===== config.mk =====
export PLATFORM = sky130hd
export DESIGN_NAME = controlador_de_riego_flat
export DESIGN_NICKNAME = d
export VERILOG_FILES = /design/src/rtl/controlador_de_riego_pkg.sv /design/src/rtl/controlador_de_riego_if.sv /design/src/rtl/controlador_de_riego_tick_gen.sv /design/src/rtl/controlador_de_riego.sv /design/src/flat_wrapper.sv
export SDC_FILE = /design/constraint.sdc
export NUM_CORES = 1
export LEC_CHECK = 0
export BUFFER_PORTS_ARGS = -buffer_cell sky130_fd_sc_hd__buf_2
export CAP_MARGIN = 5
export CORE_UTILIZATION = 60
export CTS_CLUSTER_DIAMETER = 120
export CTS_CLUSTER_SIZE = 30
export DETAILED_ROUTE_END_ITERATION = 7
export PLACE_DENSITY = 0.74
export SLEW_MARGIN = 20
export SYNTH_ARGS = -nofsm -noshare
export SYNTH_HDL_FRONTEND = slang
export SYNTH_SLANG_ARGS = --single-unit

===== constraint.sdc =====
create_clock -name clk -period 2.6 [get_ports clk]
set_input_delay 0.26 -clock clk [delete_from_list [all_inputs] [get_ports clk]]
set_output_delay 0.26 -clock clk [all_outputs]
set_load 0.02 [all_outputs]

===== src/rtl/controlador_de_riego_pkg.sv =====
// Shared types and defaults for the irrigation valve controller.
package controlador_de_riego_pkg;

  typedef enum logic [2:0] {
    IDLE       = 3'd0,
    ENABLE_ESP = 3'd1,
    DECIDE     = 3'd2,
    VALVE_ON   = 3'd3,
    COOLDOWN   = 3'd4
  } state_t;

  localparam int unsigned CLK_FREQ_HZ_DEF = 32'd25_000_000;
  localparam int unsigned STARTUP_S_DEF   = 32'd1;
  localparam int unsigned COOLDOWN_S_DEF  = 32'd2;
  localparam int unsigned TH_HIGH_DEF     = 32'd12;
  localparam int unsigned TH_MED_DEF      = 32'd8;
  localparam int unsigned T_HIGH_S_DEF    = 32'd2;
  localparam int unsigned T_MED_S_DEF     = 32'd5;
  localparam int unsigned T_LOW_S_DEF     = 32'd10;
  localparam int unsigned SIM_TICK_CLKS   = 32'd10;

  // Bits needed to hold any value in 0..v (at least one).
  function automatic int unsigned bits_for(input int unsigned v);
    int unsigned w;
    w = $clog2(v + 32'd1);
    return (w < 32'd1) ? 32'd1 : w;
  endfunction

  function automatic int unsigned max2(input int unsigned a, input int unsigned b);
    return (a > b) ? a : b;
  endfunction

endpackage


===== src/rtl/controlador_de_riego_if.sv =====
// ESP32 link and valve drive bundle; master is the ESP/valve side, slave is the controller.
interface controlador_de_riego_if;
  logic [3:0] turbidez;
  logic       ready_from_esp;
  logic       enable_esp;
  logic       led_valvula;

  modport master (
    output turbidez,
    output ready_from_esp,
    input  enable_esp,
    input  led_valvula
  );

  modport slave (
    input  turbidez,
    input  ready_from_esp,
    output enable_esp,
    output led_valvula
  );
endinterface


===== src/rtl/controlador_de_riego_tick_gen.sv =====
// Prescaler producing a one-cycle tick every PERIOD clocks; i_clr restarts the period.
module riego_tick_gen
  import controlador_de_riego_pkg::*;
#(
  parameter int unsigned PERIOD = 32'd10
) (
  input  logic clk,
  input  logic reset,
  input  logic i_clr,
  output logic o_tick
);
  localparam int unsigned W = bits_for(PERIOD - 32'd1);
  localparam logic [W-1:0] LAST = W'(PERIOD - 32'd1);

  logic [W-1:0] r_cnt;

  // Free-running period counter, restarted by i_clr.
  always_ff @(posedge clk or posedge reset) begin
    if (reset) begin
      r_cnt <= '0;
    end else if (i_clr || (r_cnt == LAST)) begin
      r_cnt <= '0;
    end else begin
      r_cnt <= r_cnt + W'(1);
    end
  end

  assign o_tick = (r_cnt == LAST);
endmodule


===== src/rtl/controlador_de_riego.sv =====
// Irrigation valve controller: polls the ESP32 for turbidity and opens the valve for a graded time.
// Define CONTROLADOR_DE_RIEGO_SIM_TICK_EN to shorten the tick to SIM_TICK_CLKS clocks.
module controlador_de_riego
  import controlador_de_riego_pkg::*;
#(
  parameter int unsigned CLK_FREQ_HZ = CLK_FREQ_HZ_DEF,
  parameter int unsigned STARTUP_S   = STARTUP_S_DEF,
  parameter int unsigned COOLDOWN_S  = COOLDOWN_S_DEF,
  parameter int unsigned TH_HIGH     = TH_HIGH_DEF,
  parameter int unsigned TH_MED      = TH_MED_DEF,
  parameter int unsigned T_HIGH_S    = T_HIGH_S_DEF,
  parameter int unsigned T_MED_S     = T_MED_S_DEF,
  parameter int unsigned T_LOW_S     = T_LOW_S_DEF
) (
  input  logic                  clk,
  input  logic                  reset,
  controlador_de_riego_if.slave bus
);
`ifdef CONTROLADOR_DE_RIEGO_SIM_TICK_EN
  localparam int unsigned TICK_PERIOD = SIM_TICK_CLKS;
`else
  localparam int unsigned TICK_PERIOD = CLK_FREQ_HZ;
`endif

  if ((CLK_FREQ_HZ == 32'd0) || (STARTUP_S == 32'd0) || (COOLDOWN_S == 32'd0) ||
      (T_HIGH_S == 32'd0) || (T_MED_S == 32'd0) || (T_LOW_S == 32'd0)) begin : g_bad_param
    $error("controlador_de_riego: duration parameters must be >= 1");
  end

  localparam int unsigned WAIT_MAX = max2(STARTUP_S, COOLDOWN_S);
  localparam int unsigned DUR_MAX  = max2(T_HIGH_S, max2(T_MED_S, T_LOW_S));
  localparam int unsigned WAIT_W   = bits_for(WAIT_MAX - 32'd1);
  localparam int unsigned DUR_W    = bits_for(DUR_MAX);

  state_t            r_state;
  logic              r_sync1, r_sync2, r_sync3;
  logic              r_rise;
  logic [3:0]        r_turb;
  logic [WAIT_W-1:0] r_wait;
  logic [DUR_W-1:0]  r_dur;
  logic              r_enable;
  logic              r_led;

  logic              w_tick;
  logic              w_clr;
  logic              w_rise;
  logic              w_wait_done;
  logic              w_dur_done;
  logic [WAIT_W-1:0] w_wait_lim;
  logic [DUR_W-1:0]  w_dur_sel;

  assign w_rise      = r_sync2 & ~r_sync3;
  assign w_wait_lim  = (r_state == COOLDOWN) ? WAIT_W'(COOLDOWN_S - 32'd1)
                                             : WAIT_W'(STARTUP_S - 32'd1);
  assign w_wait_done = w_tick && (r_wait == w_wait_lim);
  assign w_dur_done  = w_tick && (r_dur <= DUR_W'(1));
  assign w_dur_sel   = (32'(r_turb) >= TH_HIGH) ? DUR_W'(T_HIGH_S) :
                       (32'(r_turb) >= TH_MED)  ? DUR_W'(T_MED_S)  : DUR_W'(T_LOW_S);

  // High in the cycle before any state change, so every state starts on a fresh tick period.
  assign w_clr = ((r_state == IDLE)       && w_wait_done) ||
                 ((r_state == ENABLE_ESP) && r_rise)      ||
                  (r_state == DECIDE)                     ||
                 ((r_state == VALVE_ON)   && w_dur_done)  ||
                 ((r_state == COOLDOWN)   && w_wait_done);

  riego_tick_gen #(.PERIOD(TICK_PERIOD)) u_tick (
    .clk    (clk),
    .reset  (reset),
    .i_clr  (w_clr),
    .o_tick (w_tick)
  );

  // Ready synchronizer, tick counter and main FSM with outputs registered alongside the state.
  always_ff @(posedge clk or posedge reset) begin
    if (reset) begin
      r_state  <= IDLE;
      r_sync1  <= 1'b0;
      r_sync2  <= 1'b0;
      r_sync3  <= 1'b0;
      r_rise   <= 1'b0;
      r_turb   <= 4'd0;
      r_wait   <= '0;
      r_dur    <= '0;
      r_enable <= 1'b0;
      r_led    <= 1'b0;
    end else begin
      r_sync1 <= bus.ready_from_esp;
      r_sync2 <= r_sync1;
      r_sync3 <= r_sync2;

      if (w_clr) begin
        r_wait <= '0;
      end else if (w_tick) begin
        r_wait <= r_wait + WAIT_W'(1);
      end else begin
        r_wait <= r_wait;
      end

      case (r_state)
        IDLE: begin
          r_rise <= 1'b0;
          r_led  <= 1'b0;
          if (w_wait_done) begin
            r_state  <= ENABLE_ESP;
            r_enable <= 1'b1;
          end else begin
            r_enable <= 1'b0;
          end
        end
        ENABLE_ESP: begin
          r_led <= 1'b0;
          // Capture cycle drops the request; the following cycle moves on to DECIDE.
          if (r_rise) begin
            r_rise   <= 1'b0;
            r_state  <= DECIDE;
            r_enable <= 1'b0;
          end else if (w_rise) begin
            r_rise   <= 1'b1;
            r_turb   <= bus.turbidez;
            r_enable <= 1'b0;
          end else begin
            r_enable <= 1'b1;
          end
        end
        DECIDE: begin
          r_rise   <= 1'b0;
          r_dur    <= w_dur_sel;
          r_state  <= VALVE_ON;
          r_enable <= 1'b0;
          r_led    <= 1'b1;
        end
        VALVE_ON: begin
          r_rise   <= 1'b0;
          r_enable <= 1'b0;
          if (w_dur_done) begin
            r_dur   <= '0;
            r_state <= COOLDOWN;
            r_led   <= 1'b0;
          end else if (w_tick) begin
            r_dur <= r_dur - DUR_W'(1);
            r_led <= 1'b1;
          end else begin
            r_led <= 1'b1;
          end
        end
        COOLDOWN: begin
          r_rise <= 1'b0;
          r_led  <= 1'b0;
          if (w_wait_done) begin
            r_state  <= ENABLE_ESP;
            r_enable <= 1'b1;
          end else begin
            r_enable <= 1'b0;
          end
        end
        default: begin
          r_rise   <= 1'b0;
          r_state  <= IDLE;
          r_enable <= 1'b0;
          r_led    <= 1'b0;
        end
      endcase
    end
  end

  assign bus.enable_esp  = r_enable;
  assign bus.led_valvula = r_led;
endmodule


===== src/flat_wrapper.sv =====
// flat-port wrapper written by rule: the top's interface ports become plain ports
module controlador_de_riego_flat import controlador_de_riego_pkg::*;
#(
  parameter int unsigned CLK_FREQ_HZ = CLK_FREQ_HZ_DEF,
  parameter int unsigned STARTUP_S   = STARTUP_S_DEF,
  parameter int unsigned COOLDOWN_S  = COOLDOWN_S_DEF,
  parameter int unsigned TH_HIGH     = TH_HIGH_DEF,
  parameter int unsigned TH_MED      = TH_MED_DEF,
  parameter int unsigned T_HIGH_S    = T_HIGH_S_DEF,
  parameter int unsigned T_MED_S     = T_MED_S_DEF,
  parameter int unsigned T_LOW_S     = T_LOW_S_DEF
)
  (clk, reset, bus_turbidez, bus_ready_from_esp, bus_enable_esp, bus_led_valvula);
  controlador_de_riego_if bus_i ();
  input  logic clk;
  input  logic reset;
  input wire logic [$bits(bus_i.turbidez)-1:0] bus_turbidez;
  input wire logic [$bits(bus_i.ready_from_esp)-1:0] bus_ready_from_esp;
  output wire logic [$bits(bus_i.enable_esp)-1:0] bus_enable_esp;
  output wire logic [$bits(bus_i.led_valvula)-1:0] bus_led_valvula;
  assign bus_i.turbidez = bus_turbidez;
  assign bus_i.ready_from_esp = bus_ready_from_esp;
  assign bus_enable_esp = bus_i.enable_esp;
  assign bus_led_valvula = bus_i.led_valvula;
  controlador_de_riego #(.CLK_FREQ_HZ(CLK_FREQ_HZ), .STARTUP_S(STARTUP_S), .COOLDOWN_S(COOLDOWN_S), .TH_HIGH(TH_HIGH), .TH_MED(TH_MED), .T_HIGH_S(T_HIGH_S), .T_MED_S(T_MED_S), .T_LOW_S(T_LOW_S)) u_core (.clk(clk), .reset(reset), .bus(bus_i));
endmodule

# Word level (Yosys, flattened, before mapping)
# Cells that the tools add are included.
word_totals:
  inputBits: 7
  output_inout_bits: 2
  regBits: 43
  wordCells: 70
classes:
  n_reduce_logical: 18
  n_eq_ne: 10
  order_cmp: 3
  add_sub_neg: 3
  bitwise_logic: 3
  mux: 22
op_table:
  columns: ["cell", "n"]
  rows:
  - ["adder 25 x 1 -> 25 bit, second input constant", 1]
  - ["equality test 25 bit, second input constant", 1]
  - ["2-to-1 mux 25 bit", 1]
  - ["2-to-1 mux 4 bit", 4]
  - ["one-hot mux 3 bit (4 select lines)", 1]
  - ["2-to-1 mux 1 bit", 10]
  - ["2-to-1 mux 3 bit", 3]
  - [">= comparator 4 bit, second input constant", 2]
  - ["one-hot mux 4 bit (2 select lines)", 1]
  - ["equality test 3 x 2 -> 1 bit, second input constant", 2]
  - ["logical AND 1 bit", 6]
  - ["!= test 2 x 1 -> 1 bit, second input constant", 3]
  - ["AND reduction 3 bit", 2]
  - ["logical OR 1 bit", 5]
  - ["<= comparator 4 x 1 -> 1 bit, second input constant", 1]
  - ["one-hot mux 1 bit (2 select lines)", 2]
  - ["nonzero test 2 bit", 2]
  - ["subtractor 4 x 1 -> 4 bit, second input constant", 1]
  - ["equality test 3 x 1 -> 1 bit, second input constant", 1]
  - ["equality test 3 bit, second input constant", 1]
  - ["zero test 3 bit", 1]
  - ["!= test 3 x 1 -> 1 bit, second input constant", 1]
  - ["NOT 1 bit", 2]
  - ["AND reduction 2 bit", 1]
  - ["other kinds (4)", 4]

# Longest topological paths before layout
depth:
  word_depth: 11
  ltp_mapped: 9
  ltp_nobuf: 7

# Modules after synthesis
# From an unflattened synthesis, not the netlist that was laid out.
hier_totals:
  cells_unflattened: 216
  hier_area_um2: 2109.5
modules_own_cells:
  columns: ["mod", "cells_per_inst", "instances", "area_per_inst_um2", "seq_area_each_um2"]
  rows:
  - ["riego_tick_gen", 139, 1, 1282.5, 625.6]
  - ["controlador_de_riego", 77, 1, 827.0, 400.4]

# Worst setup path before layout
# OpenSTA, ideal clock, no wires.
synth_path:
  kind: "register -> register"
  startpoint: "register u_core.u_tick.r_cnt[0]"
  endpoint: "register u_core.r_dur[0]"
  stages_incl_launch_ff: 8
  path_slack_ps: 461
  period_less_slack_ps: 2139
  setup_time_ps: 127
  arrival_ps: 2013
  t_required_ps: 2473
  path_buffers: 1
  path_cell_list: "dfrtp_1 > ha_1 > nand2_1 > or2_0 > buf_4 > nor3_4 > mux2_2 > a221o_2"
synth_via:
  elab_chain_len: 4
  elab_cells_between_ends: 6
  classes_between: "2 x eq/ne; 2 x mux; 2 x reduce/logical"
synth_lines:
  columns: ["item", "line", "source"]
  rows:
  - ["start: declaration", "controlador_de_riego_tick_gen.sv:15", "logic [W-1:0] r_cnt;"]
  - ["start signal: assignment", "controlador_de_riego_tick_gen.sv:24", "r_cnt <= r_cnt + W'(1);"]
  - ["equality test 25 bit (*)", "controlador_de_riego_tick_gen.sv:28", "assign o_tick = (r_cnt == LAST);"]
  - ["logical AND 1 bit", "controlador_de_riego.sv:56", "assign w_dur_done = w_tick && (r_dur <= DUR_W'(1));"]
  - ["!= test 3 x 1 -> 1 bit (no source line) or 2-to-1 mux 4 bit (tied branches)", null, null]
  - ["AND reduction 2 bit (no source line) or one-hot mux 4 bit (2 select lines) (tied branches)", null, null]
  - ["end signal: assignment", "controlador_de_riego.sv:128", "r_dur <= w_dur_sel;"]
  - ["end signal: assignment", "controlador_de_riego.sv:141", "r_dur <= r_dur - DUR_W'(1);"]
  - ["end: declaration", "controlador_de_riego.sv:40", "logic [DUR_W-1:0] r_dur;"]
# Every way passes the cells marked *; elsewhere a longest branch is shown, timed or not.
# A chain may end at the register's enable or synchronous reset.

# Worst setup path in the final report
layout_path:
  startpoint: "register u_core.u_tick.r_cnt[0]"
  endpoint: "register u_core.u_tick.r_cnt[24]"
layout_via:
  elab_chain_len: 9
  elab_cells_between_ends: 13
  classes_between: "1 x add/sub; 1 x eq/ne; 1 x mux; 10 x reduce/logical"
layout_lines:
  columns: ["item", "line", "source"]
  rows:
  - ["parallel branches: the longest is 8 deep, another holds adder 25 x 1 -> 25 bit", null, null]
  - ["2-to-1 mux 25 bit (*)", "controlador_de_riego_tick_gen.sv:21", "end else if (i_clr || (r_cnt == LAST)) begin"]
# Mark *: on every way between the ends.

==> impl_results.md <==
- Outcome: complete, no violations
- Worst Hold Class: primary input to asynchronous set/reset pin
- Most frequent cells in the layout: dfrtp_1, nor2_1, nand2_1
- Overall power: 1090 uW
- Vias per cell: 5.67
- Filler Cells Inserted: a little under 300
- Final setup fails: 0
- Synth warn: 0
- Synth area leaders: dfrtp_1, nor2_1, xnor2_1
- Post-cts hold buffer count: 0
- Clk buf depth: 2
- Met1 wire length: 1770 um
- Post-synth EDFFs: 0
- Number of global-route vias before repair: 1481
- PD cells: 479 nW/um2
- Resize count post-CTS: 0
- Max Slew Vio Count: 0
- Met3 wire length: 121 um
- Synth async-reset ratio: 100%
- 1st-pass router iterations: 4
- Post-synthesis cell area: 2130 um2
- Lkg Pwr: 0.00102 uW
- Tot GR Track Use: 23.9%
- Yosys cell types: between 40 and 50
- Synth Area per Inst: 9.74 um2
- DP Cell Count: 267
- Fin Setup TNS: 0 ns
- TritonCTS clock tree: built
- Register bit total from synthesis: 41
- Clock-pin slew of the registers on the worst-case setup and hold paths: 0.12 ns
- Inserted Diodes: 0
- Top Layer Used: met4
- Die Span Y: 61.6 um
- CTS Buf Count: 5
- GP Congestion: between 0.8 and 0.9
- Post-route DRC violation count: 0
- Cell Rows: 21
- Synth Flop Type: dfrtp_1
- Part of the Yosys area used for sequential elements: between 40 and 50%
- Clock Root Buffer: clkbuf_4
- DR vias: ~1600
- Initial antenna violation count: 0
- Req. time, crit path: 2.82 ns
- Critical Path Sink Type: flip-flop
- Relative slew margins: 46.0%
- Worst vdd ir: 0.323 mV
- First-pass GRT wire length: 6560 um
- Synth top area share: 48.1%
- Fin crit share: a little over four fifths
- Die area: 3800 um2
- Synth area leader: dfrtp_1
- Layout cells sized above 1: 10.9%
- Crit path DAT: 2.40 ns
- Startpoint Class: flip-flop
- WL/cell: 14.0 um
- H-tree lvl count: 2
- Die X: a little over 60 um
- RSZ-0062 raised after global routing: no
- GRT overflow: 0
- Hpwl dp: 2650 um
- Max-Cap Viols: 0
- I/O pin cnt: 9
- Final cell count without fillers: 275
- CP Class: flip-flop to flip-flop
- Largest net degree at the start of global routing: 42
- Area grow syn2layout: 6.45%
- Core area: 3360 um2
- CP max FO: 25
- Port bufs: 6
- Commonest non-fill, non-tap cell in the layout: dfrtp_1
- Nets: 238
- Max frequency: 459 MHz
- Total clock sinks: 41
- Gate Count Post-Synth: 219
- Post-Syn Nets: 229
- Worst slew pin tran: 0.802 ns
- Final hold viol count: 0
- Setup bufs post-CTS: 0
- Routed Antenna Nets: 0
- Fin crit period: 2.18 ns
- Clk_lat worst skew: 0.34 ns
- Setup Skew: roughly 0.012 ns
- WL final: 3850 um
- Wire length on met2: 1940 um
- DRT iter0 DRCs: 127
- Initial Utilization: around 63%
-- cell families after synthesis --
logic type	after synthesis	share of synthesized area, %
AO/OA/AOI/OAI	22	7.68
adder cells (fa/ha/maj)	3	1.76
XOR/XNOR	24	9.85
AND/OR/NAND/NOR	103	24.5
flip-flops	41	48.1
buffers and inverters	20	5.16
multiplexers	6	2.99
-- layout make-up --
class	count	area, um2	share of cell area, %
well taps	46	57.6	2.53
inverters	12	45.0	1.98
repair buffers	10	60.1	2.64
flip-flops and latches	41	1030	45.2
multi-input cells	158	997	43.9
clock buffers	7	55.1	2.42
clock inverters	1	30.0	1.32
-- worst paths after layout --
kind | endpoint | slack (ns) | cells after the start | from
max in group asynchronous | u_core.u_tick.r_cnt[15] | 2.24 | 3 | reset
min reg2reg | u_core.r_sync2 | 0.37 | 0 | u_core.r_sync1
max reg2reg | u_core.u_tick.r_cnt[24] | 0.42 | 8 | u_core.u_tick.r_cnt[0]
min in group clk | u_core.r_sync1 | 0.03 | 1 | bus_ready_from_esp
min | u_core.r_dur[2] | 0.02 | 3 | reset
max | u_core.u_tick.r_cnt[24] | 0.42 | 8 | u_core.u_tick.r_cnt[0]
-- Yosys cell counts, types with 2 or more instances --
| master | number |
|---|---|
| and4_1 | 2 |
| nor3_1 | 12 |
| nand3b_1 | 2 |
| and3_1 | 2 |
| nor2_1 | 38 |
| nor4_1 | 3 |
| nand2b_1 | 2 |
| a21oi_1 | 2 |
| inv_1 | 12 |
| mux2_2 | 3 |
| buf_8 | 2 |
| o21ai_0 | 5 |
| xor2_1 | 12 |
| dfrtp_1 | 41 |
| nor4b_1 | 3 |
| mux2i_1 | 3 |
| nand2_1 | 15 |
| nand3_1 | 7 |
| nand4_1 | 7 |
| xnor2_1 | 12 |
| o41ai_1 | 2 |
| ha_1 | 3 |
| clkbuf_1 | 3 |
| or3_1 | 2 |
-- registers in the layout, summed over array words and instances, names as in the netlist --
signal	count
u_core.r_turb	2
u_core.r_sync1	1
u_core.bus.enable_esp	1
u_core.bus.led_valvula	1
u_core.r_rise	1
u_core.u_tick.r_cnt	25
u_core.r_sync2	1
u_core.r_sync3	1
u_core.r_dur	4
u_core.r_state	3
u_core.r_wait	1
-- layer usage --
| metal | global-route usage [%] | up-vias |
|---|---|---|
| met4 | 7.62 | 0 |
| met2 | 40.1 | 30 |
| met1 | 31.0 | 755 |
| li1 | - | 771 |
| met3 | 5.04 | 2 |
| met5 | 0 | - |
-- stage by stage --
| stage | instance area, um2 | util [%] | worst slack (ns) | hold WS, ns |
|---|---|---|---|---|
| after global placement | 2190 | 65.0 | 0.464 | 0.332 |
| after floorplan | 2130 | - | 0.461 | 0.291 |
| final | 2270 | 67.5 | 0.423 | 0.0175 |
| after detailed placement | 2190 | 65.0 | 0.412 | 0.350 |
| after global routing | 2270 | 67.5 | 0.256 | 0.00310 |
| after CTS | 2270 | 67.5 | 0.392 | 0.0113 |
-- power breakdown --
group	internal [uW]	switching (uW)
Clock	230	196
Combinational	5.82	13.5
Sequential	641	2.35
-- worst max-delay path, stage by stage (launching register included) --
cell     delay (ns)
dfrtp_1        0.41
ha_1           0.23
nand2_1        0.11
or2_0          0.37
nor3_4         0.26
buf_4          0.21
or2_1          0.12
buf_4          0.26
nor2_1         0.08
No activity file was read; power rests on OpenSTA's default activity.
